<file path="src/rtl/am2940_pkg.sv">
// Shared definitions for the am2940 DMA sequencer.
// Contents: am2940 instruction encodings, the sequencer state enum and the
// default data and control widths.
package am2940_pkg;

  localparam int DEF_DATA_W = 4;
  localparam int DEF_CTRL_W = 3;

  // am2940 instruction encodings on the I pins
  localparam logic [2:0] I_WRCR   = 3'b000;  // write control register
  localparam logic [2:0] I_RDCR   = 3'b001;  // read control register (used as NOP)
  localparam logic [2:0] I_RDWC   = 3'b010;  // read word counter
  localparam logic [2:0] I_RDAC   = 3'b011;  // read address counter
  localparam logic [2:0] I_REINIT = 3'b100;  // reinitialize counters
  localparam logic [2:0] I_LDAD   = 3'b101;  // load address
  localparam logic [2:0] I_LDWC   = 3'b110;  // load word count
  localparam logic [2:0] I_ENCT   = 3'b111;  // enable counters

  typedef enum logic [2:0] {
    S_IDLE    = 3'd0,
    S_WR_CTRL = 3'd1,
    S_LD_ADDR = 3'd2,
    S_LD_CNT  = 3'd3,
    S_RUN     = 3'd4,
    S_FINISH  = 3'd5
  } seq_state_e;

endpackage

</file>
<file path="src/rtl/am2940_rr_arb.sv">
// Two-way round-robin pick for the am2940 sequencer.
// Ports:
//   i_clk, i_rst_n : clock, asynchronous active-low reset
//   i_req          : request per requester
//   i_upd          : record i_owner as the last served requester
//   i_owner        : requester that just completed
//   o_pick         : index of the winning requester (valid when |i_req)
module am2940_rr_arb (
  input  logic       i_clk,
  input  logic       i_rst_n,
  input  logic [1:0] i_req,
  input  logic       i_upd,
  input  logic       i_owner,
  output logic       o_pick
);

  // Index of the last requester served. Resets to 1 so requester 0 wins
  // the first tie.
  logic r_last;

  always_ff @(posedge i_clk or negedge i_rst_n) begin
    if (!i_rst_n)   r_last <= 1'b1;
    else if (i_upd) r_last <= i_owner;
  end

  always_comb begin
    o_pick = 1'b0;
    case (i_req)
      2'b10:   o_pick = 1'b1;
      2'b11:   o_pick = ~r_last;
      default: o_pick = 1'b0;
    endcase
  end

endmodule

</file>
<file path="src/rtl/am2940_dma_seq.sv">
// Sequencer and two-port round-robin arbiter in front of an am2940 DMA
// address generator. A granted request is snapshotted and played out as
// WRCR, LDAD, LDWC, ENCT. The block then waits for am_DONE and pulses done
// to the owner.
// Ports:
//   TRANS, res         : clock (rising edge), asynchronous active-low reset
//   req/req_ctrl/
//   req_addr/req_cnt   : per-requester request level and transfer parameters
//   grant, done, busy  : one-hot owner, completion pulse, non-idle flag
//   am_I, am_D, am_ACI,
//   am_WCI, am_nOEA    : am2940 control pins (this block is their only driver)
//   am_DONE            : am2940 DONE flag, only looked at in RUN
//   err                : sticky RUN timeout (AM2940_SEQ_TIMEOUT_EN only)
//   dbg_state          : current sequencer state
// Optional feature macro: AM2940_SEQ_TIMEOUT_EN adds a TO_W-bit RUN timeout
// counter and the err output.
// Outputs are registered from the current state, so each output lags its
// state by one clock.
module am2940_dma_seq
  import am2940_pkg::*;
#(
  parameter int DATA_W = DEF_DATA_W,
  parameter int CTRL_W = DEF_CTRL_W,
  parameter int TO_W   = 8
) (
  input  logic                TRANS,
  input  logic                res,
  input  logic [1:0]          req,
  input  logic [2*CTRL_W-1:0] req_ctrl,
  input  logic [2*DATA_W-1:0] req_addr,
  input  logic [2*DATA_W-1:0] req_cnt,
  output logic [1:0]          grant,
  output logic [1:0]          done,
  output logic                busy,
  output logic [2:0]          am_I,
  output logic [DATA_W-1:0]   am_D,
  output logic                am_ACI,
  output logic                am_WCI,
  output logic                am_nOEA,
  input  logic                am_DONE,
`ifdef AM2940_SEQ_TIMEOUT_EN
  output logic                err,
`endif
  output logic [2:0]          dbg_state
);

  if (CTRL_W > DATA_W) begin : g_bad_ctrl_w
    $error("am2940_dma_seq: CTRL_W must not exceed DATA_W");
  end
  if (TO_W < 1) begin : g_bad_to_w
    $error("am2940_dma_seq: TO_W must be at least 1");
  end

  seq_state_e          r_state, w_next;
  logic                r_owner;
  logic [CTRL_W-1:0]   r_ctrl;
  logic [DATA_W-1:0]   r_addr, r_cnt;
  logic                w_pick;
  logic                w_to_hit;

  logic [1:0]          w_grant, w_done, w_own_1h;
  logic                w_busy, w_aci, w_wci, w_noea;
  logic [2:0]          w_I;
  logic [DATA_W-1:0]   w_D;

  am2940_rr_arb u_arb (
    .i_clk   (TRANS),
    .i_rst_n (res),
    .i_req   (req),
    .i_upd   (r_state == S_FINISH),
    .i_owner (r_owner),
    .o_pick  (w_pick)
  );

`ifdef AM2940_SEQ_TIMEOUT_EN
  logic [TO_W-1:0] r_to;
  logic [TO_W-1:0] w_to_inc;
  logic            r_to_flag;
  logic            r_err;

  // The counter holds k-1 in the k-th RUN cycle, so the exit fires when
  // the incremented value reaches all-ones.
  assign w_to_inc = r_to + 1'b1;
  assign w_to_hit = (r_state == S_RUN) && !am_DONE && (&w_to_inc);
  assign err      = r_err;

  always_ff @(posedge TRANS or negedge res) begin
    if (!res) begin
      r_to      <= '0;
      r_to_flag <= 1'b0;
      r_err     <= 1'b0;
    end else begin
      if (r_state == S_LD_CNT) begin
        r_to      <= '0;
        r_to_flag <= 1'b0;
      end else if (r_state == S_RUN) begin
        r_to <= w_to_inc;
        if (w_to_hit) r_to_flag <= 1'b1;
      end
      // err follows the output pipeline: it rises with done and clears
      // when grant is presented for the next transfer.
      if (r_state == S_WR_CTRL)                  r_err <= 1'b0;
      else if (r_state == S_FINISH && r_to_flag) r_err <= 1'b1;
    end
  end
`else
  assign w_to_hit = 1'b0;
`endif

  // Next-state logic
  always_comb begin
    w_next = r_state;
    case (r_state)
      S_IDLE:    if (|req) w_next = S_WR_CTRL;
      S_WR_CTRL: w_next = S_LD_ADDR;
      S_LD_ADDR: w_next = S_LD_CNT;
      S_LD_CNT:  w_next = S_RUN;
      S_RUN:     if (am_DONE || w_to_hit) w_next = S_FINISH;
      S_FINISH:  w_next = S_IDLE;
      default:   w_next = S_IDLE;
    endcase
  end

  always_ff @(posedge TRANS or negedge res) begin
    if (!res) r_state <= S_IDLE;
    else      r_state <= w_next;
  end

  // Snapshot of the winner's parameters. Requester inputs are free to change
  // after this point.
  always_ff @(posedge TRANS or negedge res) begin
    if (!res) begin
      r_owner <= 1'b0;
      r_ctrl  <= '0;
      r_addr  <= '0;
      r_cnt   <= '0;
    end else if (r_state == S_IDLE && |req) begin
      r_owner <= w_pick;
      r_ctrl  <= w_pick ? req_ctrl[2*CTRL_W-1 -: CTRL_W] : req_ctrl[CTRL_W-1:0];
      r_addr  <= w_pick ? req_addr[2*DATA_W-1 -: DATA_W] : req_addr[DATA_W-1:0];
      r_cnt   <= w_pick ? req_cnt[2*DATA_W-1 -: DATA_W]  : req_cnt[DATA_W-1:0];
    end
  end

  // Output decode of the current state. The values are registered below.
  assign w_own_1h = r_owner ? 2'b10 : 2'b01;

  always_comb begin
    w_I     = I_RDCR;
    w_D     = '0;
    w_aci   = 1'b0;
    w_wci   = 1'b0;
    w_noea  = 1'b1;
    w_done  = 2'b00;
    w_busy  = (r_state != S_IDLE);
    w_grant = w_busy ? w_own_1h : 2'b00;
    case (r_state)
      S_WR_CTRL: begin
        w_I = I_WRCR;
        w_D = DATA_W'(r_ctrl);
      end
      S_LD_ADDR: begin
        w_I = I_LDAD;
        w_D = r_addr;
      end
      S_LD_CNT: begin
        w_I = I_LDWC;
        w_D = r_cnt;
      end
      S_RUN: begin
        w_I    = I_ENCT;
        w_aci  = 1'b1;
        w_wci  = 1'b1;
        w_noea = 1'b0;
      end
      S_FINISH: w_done = w_own_1h;
      default: ;
    endcase
  end

  always_ff @(posedge TRANS or negedge res) begin
    if (!res) begin
      grant   <= 2'b00;
      done    <= 2'b00;
      busy    <= 1'b0;
      am_I    <= I_RDCR;
      am_D    <= '0;
      am_ACI  <= 1'b0;
      am_WCI  <= 1'b0;
      am_nOEA <= 1'b1;
    end else begin
      grant   <= w_grant;
      done    <= w_done;
      busy    <= w_busy;
      am_I    <= w_I;
      am_D    <= w_D;
      am_ACI  <= w_aci;
      am_WCI  <= w_wci;
      am_nOEA <= w_noea;
    end
  end

  assign dbg_state = r_state;

endmodule

</file>
<file path="config.mk">
export PLATFORM = sky130hd
export DESIGN_NAME = am2940_dma_seq
export DESIGN_NICKNAME = d
export VERILOG_FILES = /design/src/rtl/am2940_pkg.sv /design/src/rtl/am2940_rr_arb.sv /design/src/rtl/am2940_dma_seq.sv
export SDC_FILE = /design/constraint.sdc
export NUM_CORES = 1
export LEC_CHECK = 0
export ABC_CLOCK_PERIOD_IN_PS = 1540
export CAP_MARGIN = 20
export CELL_PAD_IN_SITES_DETAIL_PLACEMENT = 1
export CELL_PAD_IN_SITES_GLOBAL_PLACEMENT = 1
export CORE_UTILIZATION = 34
export DETAILED_ROUTE_END_ITERATION = 8
export PLACE_DENSITY_LB_ADDON = 0.1
export SLEW_MARGIN = 25
export SYNTH_ARGS = -nofsm -noshare
export SYNTH_HDL_FRONTEND = slang
export SYNTH_SLANG_ARGS = --single-unit
</file>
<file path="constraint.sdc">
create_clock -name TRANS -period 1.54 [get_ports TRANS]
set_input_delay 0.231 -clock TRANS [delete_from_list [all_inputs] [get_ports TRANS]]
set_output_delay 0.231 -clock TRANS [all_outputs]
set_load 0.05 [all_outputs]
</file>
# ---- Word-level counts from Yosys, hierarchy flattened
# Index checks and enable logic that the tools add are counted.
dict set report totals {
  inputBits 27
  elab_cells 42
  out_inout_bits 18
  regBits 30
}
dict set report op_classes {
  n_eq_ne 9
  reduce_logical 5
  n_mux 14
  bitwise 1
}
# operator count
set ops {}
lappend ops {{one-hot mux 3 bit (5 select lines)} 1}
lappend ops {{one-hot mux 3 bit (4 select lines)} 1}
lappend ops {{one-hot mux 4 bit (3 select lines)} 1}
lappend ops {{2-to-1 mux 3 bit} 3}
lappend ops {{2-to-1 mux 4 bit} 2}
lappend ops {{equality test 3 x 2 -> 1 bit, second input constant} 2}
lappend ops {{equality test 3 bit, second input constant} 2}
lappend ops {{2-to-1 mux 2 bit} 3}
lappend ops {{equality test 2 bit, second input constant} 2}
lappend ops {{equality test 3 x 1 -> 1 bit, second input constant} 1}
lappend ops {{logical NOT 3 bit} 1}
lappend ops {{nonzero test 3 bit} 1}
lappend ops {{2-to-1 mux 1 bit} 2}
lappend ops {{!= test 2 x 1 -> 1 bit, second input constant} 1}
lappend ops {{!= test 2 bit, second input constant} 1}
lappend ops {{one-hot mux 1 bit (2 select lines)} 1}
lappend ops {{AND reduction 2 bit} 1}
lappend ops {{OR reduction 2 bit} 1}
lappend ops {{logical AND 1 bit} 1}
lappend ops {{NOT 1 bit} 1}

# ---- Longest topological paths before layout
# Gate-level depths: netlist of the first run.
dict set report logic_depth {
  depth_word 3
  mapped_depth 5
  depth_no_buf 3
}

# ---- Cells and area by module
# From an unflattened synthesis of the first run, not the netlist that was laid out.
dict set report unflattened {
  hier_cells 95
  area_unflattened_um2 1346.3
}
# module n_inst cells_each area_per_inst_um2
set by_module_without_submodules {}
lappend by_module_without_submodules {am2940_dma_seq 1 92 1297.5}
lappend by_module_without_submodules {am2940_rr_arb 1 3 48.8}

# ---- Worst setup path before layout of the first run
# Ideal clock, no wire load.
dict set report synth_path {
  path_kind {register to register}
  start {register r_state[0] (netlist: dbg_state[0])}
  end {register am_D[0]}
  t_required_ns 1.410
  synth_period_minus_slack_ns 1.605
  setup_time_ns 0.130
  path_slack_ns -0.065
  path_stages_with_launch 5
  arrival_ns 1.475
  cell_sequence {dfrtp_1 buf_2 mux2_2 a22oi_1 nor2_1}
}
dict set report synth_via {
  elab_chain_cells 2
}
# item line
set synth_rtl {}
lappend synth_rtl {{start: declaration} am2940_dma_seq.sv:54} ;# seq_state_e r_state, w_next;
lappend synth_rtl {{start signal: assignment} am2940_dma_seq.sv:126} ;# else r_state <= w_next;
lappend synth_rtl {{equality test 3 x 2 -> 1 bit / equality test 3 x 1 -> 1 bit (equally long branches)} am2940_dma_seq.sv:157} ;# case (r_state)
lappend synth_rtl {{one-hot mux 4 bit (3 select lines) *} am2940_dma_seq.sv:157}
lappend synth_rtl {{net w_D[0]} am2940_dma_seq.sv:64} ;# logic [DATA_W-1:0] w_D;
lappend synth_rtl {{end signal: assignment} am2940_dma_seq.sv:196} ;# am_D <= w_D;
lappend synth_rtl {{end: declaration} am2940_dma_seq.sv:36} ;# output logic [DATA_W-1:0] am_D,
# Mark *: on every way through the listed nets, which the timed path passes. The rest lies on a longest branch.
# A chain may end at the register's enable or synchronous reset.

# ---- Final worst setup path of the first run
dict set report layout_path {
  start {input req[0]}
  end {register r_cnt[3]}
}
dict set report layout_via {
  elab_chain_cells 3
}
# item line
set layout_rtl {}
lappend layout_rtl {{start: declaration} am2940_dma_seq.sv:28} ;# input logic [1:0] req,
lappend layout_rtl {{equality test 2 bit} am2940_rr_arb.sv:28} ;# case (i_req)
lappend layout_rtl {{one-hot mux 1 bit (2 select lines)} am2940_rr_arb.sv:28}
lappend layout_rtl {{2-to-1 mux 4 bit} am2940_dma_seq.sv:141} ;# r_cnt <= w_pick ? req_cnt[2*DATA_W-1 -: DATA_W] : req_cnt[DATA_W-1:0];
lappend layout_rtl {{end signal: assignment} am2940_dma_seq.sv:141}
lappend layout_rtl {{end: declaration} am2940_dma_seq.sv:57} ;# logic [DATA_W-1:0] r_addr, r_cnt;
# Several ways; a longest one is shown, not always the timed one.

==> flow_metrics.env, run 1 <==
export IMPL_period_share=0.8632
export IMPL_first_pass_iters=4
export IMPL_final_cell_count_no_fill=194
export IMPL_netSwitchingFraction=0.4090
export IMPL_synth_cells=101
export IMPL_grt_pass1_vias=1061
export IMPL_cp_max_fo=11
export IMPL_p_int_mw=2.477
export IMPL_p_leak_nw=0.8152
export IMPL_endpoint_kind="flip-flop"
export IMPL_period_needed_ps=1329
export IMPL_dp_cells=186
export IMPL_place_port_buffers=44
export IMPL_dpl_hpwl_um=2086
export IMPL_tightest_slew_ps=490.1
export IMPL_place_congestion=0.6776
export IMPL_wl_per_cell_um=15.91
export IMPL_relSlewSlack=0.6718
export IMPL_grt_remaining_overflow=0
export IMPL_syn_nets=128
export IMPL_required_ps=1690
export IMPL_wirelength_um=3087
export IMPL_hold_class="in2async"
export IMPL_avgSynthCellArea_um2=12.52
export IMPL_final_setup_viol_count=0
export IMPL_synth_top_family_by_area="compound AO/OA/AOI/OAI gates"
export IMPL_finalNetCount=174
export IMPL_rsz0062_at_grt="false"
export IMPL_max_freq_ghz=0.7523
export IMPL_vias_per_cell=5.041
export IMPL_synthesis_area_um2=1265
export IMPL_synthAdderAreaFrac=0
export IMPL_clk_path_buf_depth=2
export IMPL_cts_tree="done"
export IMPL_initial_core_util=0.3675
export IMPL_report_final_slew_viol_count=0
export IMPL_drive_above_1_share=0.2838
export IMPL_drc_errors=0
export IMPL_antennaDiodeCount=0
export IMPL_clkLatencyLatePin_ps=280
export IMPL_ios=45
export IMPL_grt_max_degree=31
export IMPL_n_fill_cell=373
export IMPL_grt_pass1_wl_um=5237
export IMPL_core_area_um2=3442
export IMPL_vias=978
export IMPL_rows=21
export IMPL_area_growth_pct=47.97
export IMPL_whs_ps=344.6
export IMPL_switching_power_mw=1.714
export IMPL_cts_made_buffers=5
export IMPL_status="complete, no violations"
export IMPL_max_cap_viol_count=0
export IMPL_ant_nets=0
export IMPL_p_clk_frac=0.175
export IMPL_fin_worst_skew_ps=8.474
export IMPL_h_tree_depth=2
export IMPL_drt_iter0_drc=27
export IMPL_dpl_cell_area_um2=1759
export IMPL_peakVddDrop_mv=0.8235
export IMPL_synth_seq_area_share=0.5964
export IMPL_antenna_found_initial=0
export IMPL_clockRootBuffer="clkbuf_8"
export IMPL_tns_ps=0
export IMPL_fin_area_um2=1872
export IMPL_pwr_share_seq=0.350
export IMPL_synth_cell_types=28
export IMPL_power_density_nw_per_um2=2239
export IMPL_synth_compound_area_frac=0.2097
export IMPL_ys_warn_count=0
export IMPL_yosys_area_share_simple=0.08704
export IMPL_grtUsageTotal=0.1752
export IMPL_die_y_um=63.00
export IMPL_dieArea_um2=3968
export IMPL_arrival_ps=1480
export IMPL_power_frac_comb=0.475
export IMPL_synth_seq_cells=30
export IMPL_crit_path_start_kind="input pin"
export IMPL_utilization=0.5438
export IMPL_clock_sinks=30
export IMPL_finalHoldViolations=0
export IMPL_clk_pin_slew_worst_paths_ps=60
export IMPL_die_w_um=63.00
export IMPL_yosys_mux_area_fraction=0.04253
export IMPL_critical_path_class="in2reg"
export IMPL_post_cts_setup_buffers=0
export IMPL_synth_xor_area_share=0.006924
cells in the mapped netlist, drive strengths merged:
cell,n,share of area
o32ai,11,0.076
mux2,3,0.027
a21o,1,0.0059
and3,1,0.0049
inv,5,0.015
nor3b,1,0.0059
dfrtp,27,0.53
o21ai,2,0.0079
o21a,2,0.018
mux2i,2,0.016
a22oi,3,0.018
nand2,2,0.0059
a2bb2oi,11,0.076
nand2b,2,0.0099
a21bo,1,0.0079
and2b,1,0.0059
nor2,9,0.027
buf,4,0.028
clkbuf,5,0.015
nor2b,1,0.0049
dfstp,3,0.062
xnor2,1,0.0069
nand3b,1,0.0059
nor3,2,0.017
cell type report:
class                      instances  area (um^2)  area share
tap                               46        57.56     0.03075
sequential                        30        757.0      0.4044
multi-input combinational         57        440.4      0.2353
clock buffer                       8        110.1     0.05882
inverter                           5        18.77     0.01003
timing repair buffer              48        488.0      0.2607
cell usage in the layout (no fill, tap or decap), types with 2 or more instances in the layout:
cell type,n
inv_1,5
buf_4,17
clkdlybuf4s50_1,26
o21ai_0,2
nor2_1,9
mux2_2,3
dfrtp_1,25
a22oi_1,3
mux2i_1,2
a2bb2oi_1,11
nand2b_1,2
o32ai_1,11
dfstp_2,3
nand2_1,2
buf_12,5
dfrtp_2,2
clkbuf_8,8
logic make-up after synthesis:
kind of cell | Yosys count
and+or+nand+nor | 20
xor gates and xnor gates | 1
muxes | 5
DFF | 30
AOI/OAI and AO/OA | 31
buffers and inverters | 14
critical path: stages:
cell and delay (ps):
clkdlybuf4s50_1 550, inv_1 220, o32ai_1 370, a2bb2oi_1 110
metrics by stage:
| step | worst slack (ps) | total power, mW |
|---|---|---|
| floorplan | 94.12 | 2.777 |
| global placement | -235.0 | 3.416 |
| detailed placement | -281.8 | 3.475 |
| CTS | 190.8 | 4.235 |
| global route | 144.3 | 4.416 |
| finish | 210.7 | 4.191 |
power by group through the flow:
stage | sequential, mW | clock (mW) | combinational, mW
2_1_floorplan | 1.89 | 0 | 0.886
3_3_place_gp | 1.45 | 0 | 1.96
3_5_place_dp | 1.48 | 0 | 2.00
4_1_cts | 1.47 | 0.753 | 2.01
5_1_grt | 1.51 | 0.787 | 2.12
6_report | 1.47 | 0.734 | 1.99
metal layers:
layer | wire length, um | vias to the layer above | global-route usage
met5 | 0 | - | 0
met4 | 29 | 0 | 0.06977
met3 | 158 | 4 | 0.05109
met1 | 1312 | 481 | 0.2140
met2 | 1586 | 33 | 0.2876
li1 | - | 460 | -
path summary, 6_finish.rpt:
path | startpoint | to | slack [ps] | depth (start not counted)
min in group TRANS | r_owner$_DFFE_PN0P_ | done[0]$_DFF_PN0_ | 500 | 1
worst min register to register | r_owner$_DFFE_PN0P_ | done[0]$_DFF_PN0_ | 500 | 1
max in group asynchronous | res | am_nOEA$_DFF_PN1_ | 880 | 2
worst min-delay path | res | done[1]$_DFF_PN0_ | 340 | 2
worst max-delay path | req[0] | r_cnt[3]$_DFFE_PN0P_ | 210 | 4
worst max register to register | dbg_state[0]$_DFFE_PN0P_ | am_D[2]$_DFF_PN0_ | 240 | 3
timing repair:
| item | CTS | global route |
|---|---|---|
| hold buffers | 0 | 0 |
| endpoints found under the setup margin | 2 | 0 |
| resized for setup | 1 | 0 |
registers in the layout, indices dropped and copies added (netlist names), 2 cells and up:
signal and flops:
dbg_state 3, r_cnt 4, am_I 3, grant 2, done 2, am_D 4
r_ctrl 3, r_addr 4
Note: power is estimated with default switching activity, not from simulation.
==> run 2, diff against run 1 <==
- CORE_MARGIN: not set -> 1.5
==> flow_metrics.env, run 2 (same netlist as run 1, synthesis figures left out) <==
export IMPL_antennaDiodeCount=0
export IMPL_relSlewSlack=0.6825
export IMPL_ios=45
export IMPL_hold_class="in2async"
export IMPL_place_port_buffers=44
export IMPL_setup_ws_ps=173.9
export IMPL_period_needed_ps=1366
export IMPL_status="complete, no violations"
export IMPL_grt_remaining_overflow=0
export IMPL_vias=980
export IMPL_drt_iter0_drc=29
export IMPL_tightest_slew_ps=474.1
export IMPL_peakVddDrop_mv=0.7914
export IMPL_die_w_um=64.00
export IMPL_antenna_found_initial=0
export IMPL_required_ps=1310
export IMPL_grt_pass1_wl_um=5043
export IMPL_initial_core_util=0.3675
export IMPL_die_y_um=64.00
export IMPL_mostFrequentLayoutCell="clkdlybuf4s50_1"
export IMPL_cts_hold_buffers=0
export IMPL_max_cap_viol_count=0
export IMPL_clk_path_buf_depth=2
export IMPL_wl_met3_um=161
export IMPL_period_share=0.8871
export IMPL_cts_tree="done"
export IMPL_arrival_ps=1140
export IMPL_vias_per_cell=5.026
export IMPL_reg_top3="am_D (4), r_addr (4), r_cnt (4)"
export IMPL_final_setup_viol_count=0
export IMPL_fin_worst_skew_ps=4.119
export IMPL_clkLatencyLatePin_ps=270
export IMPL_grt_max_degree=31
export IMPL_rsz0062_at_grt="false"
export IMPL_n_fill_cell=386
export IMPL_final_cell_mix="26 x clkdlybuf4s50_1, 25 x dfrtp_1, 18 x buf_4"
export IMPL_p_leak_nw=0.8108
export IMPL_critical_path_class="reg2out"
export IMPL_report_final_slew_viol_count=0
export IMPL_wl_met2_um=1432
export IMPL_crit_path_start_kind="flip-flop"
export IMPL_dieArea_um2=4095
export IMPL_drc_errors=0
export IMPL_h_tree_depth=2
export IMPL_tns_ps=0
export IMPL_finalNetCount=175
export IMPL_clk_pin_slew_worst_paths_ps=60
export IMPL_cts_made_buffers=5
export IMPL_cp_max_fo=7
export IMPL_grt_pass1_vias=1068
export IMPL_power_mw=4.107
export IMPL_endpoint_kind="primary output"
export IMPL_crit_slowest_cell="dfrtp_1"
export IMPL_clock_sinks=30
export IMPL_dpl_hpwl_um=2127
export IMPL_wl_per_cell_um=15.05
export IMPL_crit_chain="buf_4, buf_12"
export IMPL_area_growth_pct=47.08
export IMPL_top_layer="met4"
export IMPL_post_place_ws_ps=-260.6
export IMPL_clockRootBuffer="clkbuf_8"
export IMPL_seq_area_um2=757.0
export IMPL_first_pass_iters=4
export IMPL_finalHoldViolations=0
export IMPL_wirelength_um=2934
export IMPL_post_cts_setup_buffers=0
export IMPL_core_area_um2=3442
export IMPL_power_density_nw_per_um2=2207
export IMPL_ant_nets=0
export IMPL_multi_input_comb_area_um2=440.4
export IMPL_place_congestion=0.6785
export IMPL_max_stage_delay_ps=500
export IMPL_grtUsageTotal=0.1624
export IMPL_whs_ps=343.0
export IMPL_rows=21
export IMPL_met1_length_um=1296
export IMPL_max_freq_ghz=0.7320
export IMPL_drive_above_1_share=0.2819
export IMPL_cts_resized_gates=0
[run 2: routing by layer]
| layer | track usage | up-vias |
|---|---|---|
| li1 | - | 464 |
| met1 | 0.1959 | 481 |
| met2 | 0.2656 | 31 |
| met3 | 0.05458 | 4 |
| met4 | 0.06522 | 0 |
| met5 | 0 | - |
[run 2: power breakdown]
group	internal (mW)	switching (mW)
combinational	0.893	1.15
clock	0.360	0.275
sequential	1.15	0.274
total	2.40	1.70
[run 2: final cells by class]
cell class                 instances  share of cell area
tap                               46             0.03093
sequential                        30              0.4069
multi-input combinational         57              0.2367
inverter                           5             0.01009
clock buffer                       7             0.04640
timing repair buffer              49              0.2663
clock inverter                     1            0.002690
[run 2: final timing paths]
check	slack, ps	end	from	cells after the start
worst max-delay path	170	dbg_state[2]	dbg_state[2]$_DFFE_PN0P_	2
worst min-delay path	340	done[1]$_DFF_PN0_	res	2
worst max register to register	220	am_D[0]$_DFF_PN0_	dbg_state[0]$_DFFE_PN0P_	3
worst min register to register	500	done[0]$_DFF_PN0_	r_owner$_DFFE_PN0P_	1
max in group asynchronous	880	am_nOEA$_DFF_PN1_	res	2
min in group TRANS	500	done[0]$_DFF_PN0_	r_owner$_DFFE_PN0P_	1
[run 2: critical path, delay by kind of cell, from the launching register on]
kind     cells  cell delay (ps)
flops        1              500
buf+inv      2              360
[run 2: stage by stage]
step,util,instance area (um^2),std cells
6_report,0.5405,1861,195
2_1_floorplan,-,1269,101
3_5_place_dp,0.5133,1767,187
3_3_place_gp,0.5133,1767,187
5_1_grt,0.5405,1861,195
4_1_cts,0.5398,1858,195
==> run 3, diff against run 2 <==
- CTS_CLUSTER_SIZE: not set -> 12
- SLEW_MARGIN: 25 -> 5
==> results of run 3 <==
The final DEF is identical to that of run 2; final timing and power are the same.
